<file path="src/rtl/config_write_decoder.sv">
// Configuration write decoder: parses header/data command bursts into
// phase-step and NoteOn config write strobes, with a sticky error flag.
`ifndef VOICE_OPERATOR_ID
`define VOICE_OPERATOR_ID 8
`endif

module config_write_decoder #(
    parameter int TIMEOUT_CYCLES = 1024
) (
    input  logic                          i_Clock,
    input  logic                          i_Reset,
    input  logic                          i_CmdValid,
    input  logic [15:0]                   i_CmdData,
    output logic                          o_CmdReady,
    input  logic                          i_ErrorClear,
    output logic                          o_PhaseStepConfigWriteEnable,
    output logic [1:0]                    o_NoteOnConfigWriteEnable,
    output logic [`VOICE_OPERATOR_ID-1:0] o_ConfigWriteAddr,
    output logic [15:0]                   o_ConfigWriteData,
    output logic                          o_Error
);

    localparam int TimeoutWidth = $clog2(TIMEOUT_CYCLES + 1);
    localparam logic [TimeoutWidth-1:0] TimeoutLast =
        TimeoutWidth'(TIMEOUT_CYCLES - 1);

    typedef enum logic {
        IDLE,
        DATA
    } state_t;

    state_t                        state, stateNext;
    logic [1:0]                    sel, selNext;
    logic [`VOICE_OPERATOR_ID-1:0] addr, addrNext;
    logic [4:0]                    remaining, remainingNext;
    logic [TimeoutWidth-1:0]       timeout, timeoutNext;
    logic                          phaseNext;
    logic [1:0]                    noteNext;
    logic [`VOICE_OPERATOR_ID-1:0] writeAddrNext;
    logic [15:0]                   writeDataNext;
    logic                          errorSet, errorNext;
    logic                          accept;

    logic [3:0] hdrSel;
    logic       selNop, selPhase, selNote, selIllegal;

    assign accept     = i_CmdValid && o_CmdReady;
    assign hdrSel     = i_CmdData[15:12];
    assign selNop     = (hdrSel == 4'h0);
    assign selPhase   = (hdrSel == 4'h1);
    assign selNote    = (hdrSel[3:1] == 3'b001);
    assign selIllegal = (hdrSel[3:2] != 2'b00);

    always_ff @(posedge i_Clock or posedge i_Reset) begin
        if (i_Reset) begin
            state                        <= IDLE;
            sel                          <= 2'd0;
            addr                         <= '0;
            remaining                    <= 5'd0;
            timeout                      <= '0;
            o_CmdReady                   <= 1'b0;
            o_PhaseStepConfigWriteEnable <= 1'b0;
            o_NoteOnConfigWriteEnable    <= 2'b00;
            o_ConfigWriteAddr            <= '0;
            o_ConfigWriteData            <= 16'h0000;
            o_Error                      <= 1'b0;
        end else begin
            state                        <= stateNext;
            sel                          <= selNext;
            addr                         <= addrNext;
            remaining                    <= remainingNext;
            timeout                      <= timeoutNext;
            o_CmdReady                   <= 1'b1;
            o_PhaseStepConfigWriteEnable <= phaseNext;
            o_NoteOnConfigWriteEnable    <= noteNext;
            o_ConfigWriteAddr            <= writeAddrNext;
            o_ConfigWriteData            <= writeDataNext;
            o_Error                      <= errorNext;
        end
    end

    always_comb begin
        stateNext     = state;
        selNext       = sel;
        addrNext      = addr;
        remainingNext = remaining;
        timeoutNext   = timeout;
        phaseNext     = 1'b0;
        noteNext      = 2'b00;
        writeAddrNext = o_ConfigWriteAddr;
        writeDataNext = o_ConfigWriteData;
        errorSet      = 1'b0;

        unique case (state)
            IDLE: begin
                if (accept) begin
                    unique case (1'b1)
                        selNop: begin
                        end
                        selPhase: begin
                            selNext       = 2'd1;
                            addrNext      = i_CmdData[7:0];
                            remainingNext = {1'b0, i_CmdData[11:8]} + 5'd1;
                            timeoutNext   = '0;
                            stateNext     = DATA;
                        end
                        selNote: begin
                            // NoteOn halves are always a single data word
                            selNext       = hdrSel[1:0];
                            addrNext      = i_CmdData[7:0];
                            remainingNext = 5'd1;
                            timeoutNext   = '0;
                            stateNext     = DATA;
                        end
                        selIllegal: begin
                            errorSet = 1'b1;
                        end
                    endcase
                end
            end
            DATA: begin
                if (accept) begin
                    timeoutNext   = '0;
                    writeDataNext = i_CmdData;
                    writeAddrNext = addr;
                    if (sel == 2'd1) begin
                        phaseNext = 1'b1;
                        addrNext  = addr + 1'b1;
                    end else begin
                        noteNext = (sel == 2'd3) ? 2'b10 : 2'b01;
                    end
                    if (remaining == 5'd1) begin
                        stateNext = IDLE;
                    end else begin
                        remainingNext = remaining - 5'd1;
                    end
                end else if (timeout == TimeoutLast) begin
                    timeoutNext = '0;
                    errorSet    = 1'b1;
                    stateNext   = IDLE;
                end else begin
                    timeoutNext = timeout + 1'b1;
                end
            end
            default: stateNext = IDLE;
        endcase

        // A set event outranks a simultaneous clear
        errorNext = errorSet | (o_Error & ~i_ErrorClear);
    end

endmodule

</file>
<file path="config.mk">
export PLATFORM = sky130hd
export DESIGN_NAME = config_write_decoder
export DESIGN_NICKNAME = d
export VERILOG_FILES = /design/src/rtl/config_write_decoder.sv
export SDC_FILE = /design/constraint.sdc
export NUM_CORES = 1
export LEC_CHECK = 0
export CAP_MARGIN = 15
export CORE_MARGIN = 10
export CORE_UTILIZATION = 27
export CTS_CLUSTER_DIAMETER = 200
export DETAILED_ROUTE_END_ITERATION = 7
export GPL_ROUTABILITY_DRIVEN = 1
export GPL_TIMING_DRIVEN = 0
export PLACE_DENSITY = 0.58
export RECOVER_POWER = 50
export SYNTH_ARGS = -nofsm -noshare
export SYNTH_HDL_FRONTEND = slang
export SYNTH_SLANG_ARGS = --single-unit
</file>
<file path="constraint.sdc">
create_clock -name i_Clock -period 2.3 [get_ports i_Clock]
set_clock_uncertainty 0.15 [all_clocks]
set_input_delay 0.23 -clock i_Clock [delete_from_list [all_inputs] [get_ports i_Clock]]
set_output_delay 0.23 -clock i_Clock [all_outputs]
set_load 0.02 [all_outputs]
</file>
After elaboration in Yosys (flattened, before gate mapping). Cells that the tools add are included.

ROM bits: 0. Logic and storage cells: 74. Input port bits: 20. Latch bits: 0. Output and inout bits: 29. Register bits after elaboration: 56. Memories: 0. Bits in writable memories: 0.

$lt $le $gt $ge: 0. Multipliers: 0. Reductions and logical operators: 9. Bitwise operators: 4. Equal/unequal tests: 12. Multiplexer cells: 34. Divide/modulo/power cells: 0. Shift-type cells: 0. $add $sub $neg: 4.

Operator list (number): 2-to-1 mux 11 bit (4); 2-to-1 mux 8 bit (4); one-hot mux 11 bit (2 select lines) (1); one-hot mux 5 bit (2 select lines) (2); one-hot mux 8 bit (2 select lines) (1); 2-to-1 mux 5 bit (3); 2-to-1 mux 1 bit (12); adder 11 x 1 -> 11 bit, second input constant (1); == test 11 x 10 -> 1 bit, second input constant (1); adder 8 x 1 -> 8 bit, second input constant (1); 2-to-1 mux 2 bit (4); AND reduction 4 bit (2); != test 2 bit, second input constant (3); adder 4 x 1 -> 5 bit, second input constant (1); == test 5 x 1 -> 1 bit, second input constant (1); subtractor 5 x 1 -> 5 bit, second input constant (1); == test 4 x 1 -> 1 bit, second input constant (1); != test 2 x 1 -> 1 bit, second input constant (2); one-hot mux 1 bit (2 select lines) (2); one-hot mux 2 bit (2 select lines) (1); AND reduction 2 bit (2); nonzero test 2 bit (2); == test 3 x 1 -> 1 bit, second input constant (1); != test 3 bit, second input constant (1); other kinds (8) (9).

Depth between registers and ports, before layout. Gate-level depths: netlist of the first run.

Word-level depth: 5. Mapped depth: 7. Gate-level depth less buffers: 6.

Worst setup path before layout of the first run. Ideal clock, no wire load.

Path type: flip-flop to flip-flop. Start point: register remaining[1]. End point: register remaining[3]. Library setup time: 0.126 ns. Period minus slack after synthesis: 1.869 ns. Arrival time: 1.593 ns. Path slack: 0.431 ns. Path buffers: 0. Data required time: 2.024 ns. Stages on the path, launching flop included: 7. Cell sequence: dfrtp_1 -> inv_1 -> ha_1 -> or4b_4 -> a32oi_4 -> o21ai_1 -> a221o_1.

Cells in the longest elaborated chain, start to end: 4. Elaborated cells between the ends (all ways): 7. Classes of those cells: add/sub: 1; eq/ne: 2; mux: 3; reduce/logical: 1.

Ends and longest elaborated chain: from (decl) (RTL line 35) `logic [4:0] remaining, remainingNext;`; from (signal assigned) (RTL line 71) `remaining <= remainingNext;`; subtractor 5 x 1 -> 5 bit (RTL line 135) `remainingNext = remaining - 5'd1;`; 2-to-1 mux 5 bit (RTL line 132) `if (remaining == 5'd1) begin`; 2-to-1 mux 5 bit (RTL line 122) `if (accept) begin`; one-hot mux 5 bit (2 select lines) (RTL line 94) `unique case (state)`.

Several ways; a longest one is shown, not always the timed one. The select of a mux whose other input is x is not followed. A chain may end at the register's enable or synchronous reset.

Worst setup path in the final report of the first run.
Start point: register state. End point: register timeout[9].

Cells in the longest elaborated chain, start to end: 3. Elaborated cells between the ends (all ways): 5. Classes of those cells: eq/ne: 2; mux: 1; bitwise: 1; reduce/logical: 1.

Ends and longest elaborated chain: from (decl) (RTL line 32) `state_t state, stateNext;`; from (signal assigned) (RTL line 68) `state <= stateNext;`; inverter 1 bit (no line); != test 2 bit (no line); AND reduction 2 bit (no line); to (signal assigned) (RTL line 72) `timeout <= timeoutNext;`; to (decl) (RTL line 36) `logic [TimeoutWidth-1:0] timeout, timeoutNext;`.

Several ways; a longest one is shown, not always the timed one.

==> results of run 1 <==
## path summary, 6_finish.rpt
kind                                      start                    to  slack [ns]
max reg2reg                               state            timeout[9]        0.24
min in group i_Clock       o_ConfigWriteData[5]  o_ConfigWriteData[5]        0.32
min                                     i_Reset  o_ConfigWriteAddr[3]        0.30
max                                       state            timeout[9]        0.24
max in group asynchronous               i_Reset  o_ConfigWriteAddr[1]        0.62
min reg2reg                o_ConfigWriteData[5]  o_ConfigWriteData[5]        0.32
## cells in the mapped netlist, types with 3 or more instances
| cell | n |
|---|---|
| a211o_1 | 3 |
| a21oi_1 | 9 |
| a32o_1 | 4 |
| and3_1 | 7 |
| buf_6 | 3 |
| clkbuf_1 | 6 |
| dfrtp_1 | 56 |
| ha_1 | 5 |
| inv_1 | 6 |
| mux2_2 | 3 |
| nand2_1 | 88 |
| nand3_1 | 6 |
| nand4_1 | 4 |
| nor2_1 | 7 |
| nor4_1 | 5 |
| o21ai_0 | 17 |
| xor2_1 | 3 |
## routing by layer
layer / share of wire / wire length [um] / vias up
met5: 0 / 0 / -
li1: - / - / 1111
met4: 0.0093 / 65 / 0
met1: 0.48 / 3360 / 1070
met2: 0.47 / 3280 / 54
met3: 0.042 / 292 / 5
## worst register-to-register path, stage by stage (launching register included)
cell and delay, ns:
dfrtp_1 0.38, buf_2 0.24, clkinv_1 0.30, a21oi_1 0.48, o21ai_2 0.22, o211ai_1 0.21
## layout make-up
type	count	area (um^2)	area share
flip-flops and latches	56	1400	0.403
multi-input cells	209	1220	0.350
repair buffers	49	488	0.140
well taps	133	166	0.0479
clock buffers	6	72.6	0.0209
plain buffers	11	66.3	0.0191
clock inverters	2	35.0	0.0101
inverters	8	30.0	0.00864
## registers in the layout (all words and copies together) (netlist names)
signal                        count
o_ConfigWriteAddr                 8
timeout                          11
addr                              8
o_NoteOnConfigWriteEnable         2
o_CmdReady                        1
state                             1
o_Error                           1
o_ConfigWriteData                16
o_PhaseStepConfigWriteEnable      1
sel                               2
remaining                         5
## cell families (layout without fill, tap and decap cells)
kind of cell,Yosys count,in the layout,synth area share
AO/OA/AOI/OAI,55,55,0.147
AND/OR/NAND/NOR,141,141,0.252
buffers and inverters,19,76,0.0355
multiplexers,3,3,0.0124
adder cells (fa/ha/maj),5,5,0.0230
other,1,1,0.00138
flip-flops,56,56,0.516
XOR/XNOR,4,4,0.0129
## power groups by stage
| stage | Clock (mW) | Sequential [mW] | Combinational [mW] |
|---|---|---|---|
| 3_3_place_gp | 0 | 1.66 | 1.60 |
| 4_1_cts | 0.671 | 1.65 | 1.63 |
| 2_1_floorplan | 0 | 1.87 | 0.693 |
| 5_1_grt | 0.699 | 1.72 | 1.76 |
| 3_5_place_dp | 0 | 1.67 | 1.63 |
| 6_report | 0.643 | 1.65 | 1.58 |
==> run summary, run 1 <==
Status: finished clean
Maximum vdd ir drop: 0.000528 V
Worst hold path type: input pin to asynchronous set/reset pin
Final hold slack: 0.295 ns
Vias in the first global route: 2137
Final setup vio count: 0
Fillcell total: 1002
Final Core Density: 0.356
CP Launch Type: flop
Tcrit/Tclk final: 0.897
Die area: 14500 um^2
Mapped Nets: 309
Dominant cell type by area after synthesis: dfrtp_1
Area Growth Syn to Fin: 28.0%
Highest-count cells in the layout ignoring fill and taps: nand2_1, dfrtp_1, clkdlybuf4s50_1
Met2 GRT Util: 0.153
Hold Buf Count CTS: 0
Nets: 365
Reg2Reg Depth: 5
Starting DRT DRC Count: 127
Max-slew violations: 0
Initial core utilization: 0.278
DR WL/cell: 14.8 um
Post-synthesis cell count: 284
Hold Violations, Final: 0
Post-synth cell types: 56
CP cell instances: buf_2 -> clkinv_1 -> a21oi_1 -> o21ai_2 -> o211ai_1
Delay of the slowest critical-path stage: 0.48 ns
Number of cells in the finished layout apart from fillers: 474
Largest net degree at the start of global routing: 42
Share of the synthesized area in the top cell type: 0.516
CTS tree: built
Part of the power in registers: 0.426
Switching pwr: 1.47 mW
Clock Sinks: 56
Mean post-synth cell area: 9.56 um^2
Antenna Cells: 0
Clock power share: 0.166
Die W: 120 um
Remaining global-route overflow: 0
P_int: 2.40 mW
Num rows: 36
DIE HEIGHT: 120 um
Logic pwr share: 0.408
IO Pins: 49
CTS root buffer: clkbuf_8
Dpl hpwl: 5.10 mm
Global Route Usage Sum: 0.0978
Yosys reg bits: 56
Setup TNS: 0 ns
Met3 usage: 0.0237
DR DRC count: 0
Buffers on Ports: 48
H-Tree Depth: 2
First-pass iteration count of the detailed router: 4
Post-cts gate resize count: 0
Worst-skew pair later-pin latency: 0.31 ns
Crit path max-delay family: compound AO/OA/AOI/OAI gates
Leakage: 1.57 nW
Setup bufs post-CTS: 0
EDFF count, synth: 0
Max FO, Critical Path: 10
Highest clock rate: 485 MHz
Worst slew margin: 0.576
Routability cong.: 0.773
Clock buffer depth: 2
Dpl cells: 466
Worst setup EP type: flop
Max-cap violations: 0
DP Worst Slack: 0.0573 ns
Ys async rst share: 1.00
Design area: 3480 um^2
Total power draw: 3.87 mW
Drt via density: 4.73
Num CTS Buffers: 5
Post-synthesis sequential area ratio: 0.516
Post-DRT Antenna Nets: 0
Worst-path clk slew: 0.11 ns
Proportion of layout cells with a drive suffix above 1: 0.0704
Critical path class: flop to flop
Area contributors post-synth: dfrtp_1, nand2_1, o21ai_0
Unrepaired setup endpoints after global routing: false
Antenna violations before repair: 0
First-pass GRT wire length: 11.6 mm
Most Crowded Layer GR: met2
CP bufs+invs: 2
Placed Instance Area: 3380 um^2
Crit path arrival time: 2.15 ns
Routed via count: 2240
Crit path depth: 5
Period minus WS final: 2.06 ns
Commonest non-fill, non-tap cell in the layout: nand2_1
Slew @ Worst Pin: 0.636 ns
WP data required: 2.38 ns
Final worst slack: 0.236 ns
Yosys warns: 0
Main synth FF type: dfrtp_1
Sw Ratio: 0.380
Post-synthesis cell area: 2720 um^2
Power per cell area: 1110 nW/um^2
GRT met1 Usage: 0.131
Core Box Area: 9770 um^2
Routed WL: 6.99 mm
Slowest cell on crit path: a21oi_1
No activity file was read; power rests on OpenSTA's default activity.
==> inputs of run 2 (changes only) <==
--- a/config.mk
+++ b/config.mk
@@ -9,10 +9,12 @@
 export CORE_MARGIN = 10
 export CORE_UTILIZATION = 27
 export CTS_CLUSTER_DIAMETER = 200
+export CTS_CLUSTER_SIZE = 25
 export DETAILED_ROUTE_END_ITERATION = 7
+export DONT_BUFFER_PORTS = 1
 export GPL_ROUTABILITY_DRIVEN = 1
 export GPL_TIMING_DRIVEN = 0
-export PLACE_DENSITY = 0.58
+export PLACE_DENSITY = 0.51
 export RECOVER_POWER = 50
 export SYNTH_ARGS = -nofsm -noshare
 export SYNTH_HDL_FRONTEND = slang
==> run 2 against run 1 <==
  * Worst setup slack worse by 0.018 ns
  * Largest cell class unchanged
  * Wire length up 3.8%
  * Hold slack worse by 0.28 ns
  * Global-route usage up 0.28 points
  * Critical path depth unchanged
  * Cell area down 8.5%
  * Fmax down 0.86%
  * Non-clock buffer count down 30
  * Utilization down 3.0 points
  * Critical path type unchanged
==> run summary, run 2 (same netlist as run 1, synthesis figures left out) <==
Die area: 14500 um^2
Crit path arrival time: 2.17 ns
Antenna Cells: 0
Clock Sinks: 56
Total power draw: 3.50 mW
Worst setup EP type: flop
WP data required: 2.39 ns
Final worst slack: 0.219 ns
DR DRC count: 0
Num CTS Buffers: 5
Core Box Area: 9770 um^2
Highest-count cells in the layout ignoring fill and taps: nand2_1, dfrtp_1, dlygate4sd3_1
Commonest non-fill, non-tap cell in the layout: nand2_1
Slew @ Worst Pin: 0.910 ns
DIE HEIGHT: 120 um
Proportion of layout cells with a drive suffix above 1: 0.0836
Worst slew margin: 0.393
Final hold slack: 0.0163 ns
Tcrit/Tclk final: 0.905
First-pass iteration count of the detailed router: 4
Max FO, Critical Path: 10
Die W: 120 um
First-pass GRT wire length: 11.7 mm
Routability cong.: 0.800
Dpl hpwl: 5.04 mm
Worst-skew pair later-pin latency: 0.31 ns
Initial core utilization: 0.278
Remaining global-route overflow: 0
Routed via count: 2143
H-Tree Depth: 2
CTS root buffer: clkbuf_8
Setup slack, reg-to-reg: 0.22 ns
Worst hold path type: input pin to flop
Highest clock rate: 480 MHz
Buffers on Ports: 0
IO Pins: 49
CTS tree: built
Final setup vio count: 0
Setup TNS: 0 ns
DP Worst Slack: 0.236 ns
Nets: 335
Num rows: 36
Critical path class: flop to flop
CP cell instances: buf_2 -> clkinv_1 -> a21oi_1 -> o21ai_4 -> o211ai_1
Max-slew violations: 0
Area Growth Syn to Fin: 17.2%
Leakage: 1.45 nW
Crit path max-delay family: compound AO/OA/AOI/OAI gates
CP bufs+invs: 2
Max-cap violations: 0
Largest Register: o_ConfigWriteData
Starting DRT DRC Count: 93
Clock buffer depth: 2
Vias in the first global route: 2047
Post-DRT Antenna Nets: 0
Antenna violations before repair: 0
Routed WL: 7.26 mm
Hold Violations, Final: 0
Dpl cells: 418
Status: finished clean
Top flop regs: o_ConfigWriteData x16, timeout x11
Max reg flops: 16
Slowest cell on crit path: a21oi_1
Period minus WS final: 2.08 ns
CP Launch Type: flop
Power per cell area: 1100 nW/um^2
Delay of the slowest critical-path stage: 0.54 ns
DR WL/cell: 16.4 um
Worst-path clk slew: 0.10 ns
Drt via density: 4.83
Maximum vdd ir drop: 0.000308 V
Global Route Usage Sum: 0.101
Number of cells in the finished layout apart from fillers: 444
Largest net degree at the start of global routing: 41
[run 2: power breakdown]
part / internal [mW] / leakage, nW / switching, mW / total (mW)
registers: 1.34 / 0.699 / 0.627 / 1.97
clock network: 0.324 / 0.0552 / 0.325 / 0.649
logic: 0.399 / 0.693 / 0.484 / 0.882
[run 2: layer usage]
layer / vias to the layer above / share of wire / global-route usage
met4: 0 / 0.010 / 0.0249
met2: 50 / 0.45 / 0.154
li1: 1047 / - / -
met5: - / 0 / 0
met3: 6 / 0.084 / 0.0396
met1: 1040 / 0.45 / 0.130
[run 2: per-stage QoR]
stage / utilization / cell area [um^2]
2_1_floorplan: - / 2720
6_report: 0.326 / 3180
5_1_grt: 0.326 / 3180
3_5_place_dp: 0.297 / 2900
4_1_cts: 0.326 / 3190
3_3_place_gp: 0.295 / 2880
[run 2: final timing paths]
check	end	depth (start not counted)	start
max	timeout[9]	5	state
min	remaining[4]	2	i_CmdData[11]
max reg2reg	timeout[9]	5	state
min reg2reg	o_ConfigWriteAddr[7]	2	addr[7]
max in group asynchronous	sel[1]	3	i_Reset
min in group asynchronous	o_ConfigWriteData[3]	2	i_Reset
[run 2: cell type report]
| cell class | instances | area (um^2) |
|---|---|---|
| buffer | 11 | 66.3 |
| clock buffer | 6 | 72.6 |
| clock inverter | 2 | 35.0 |
| fill | 1026 | 6590 |
| inverter | 8 | 30.0 |
| multi-input combinational | 209 | 1220 |
| sequential | 56 | 1400 |
| tap | 133 | 166 |
| timing repair buffer | 19 | 185 |
[run 2: what timing repair did]
| action | 4_1_cts | 5_1_grt |
|---|---|---|
| setup endpoints to repair | 0 | 1 |
| resized for setup | 0 | 1 |
| hold endpoints to repair | 43 | 0 |
| hold buffers | 18 | 0 |
| setup buffers | 0 | 0 |
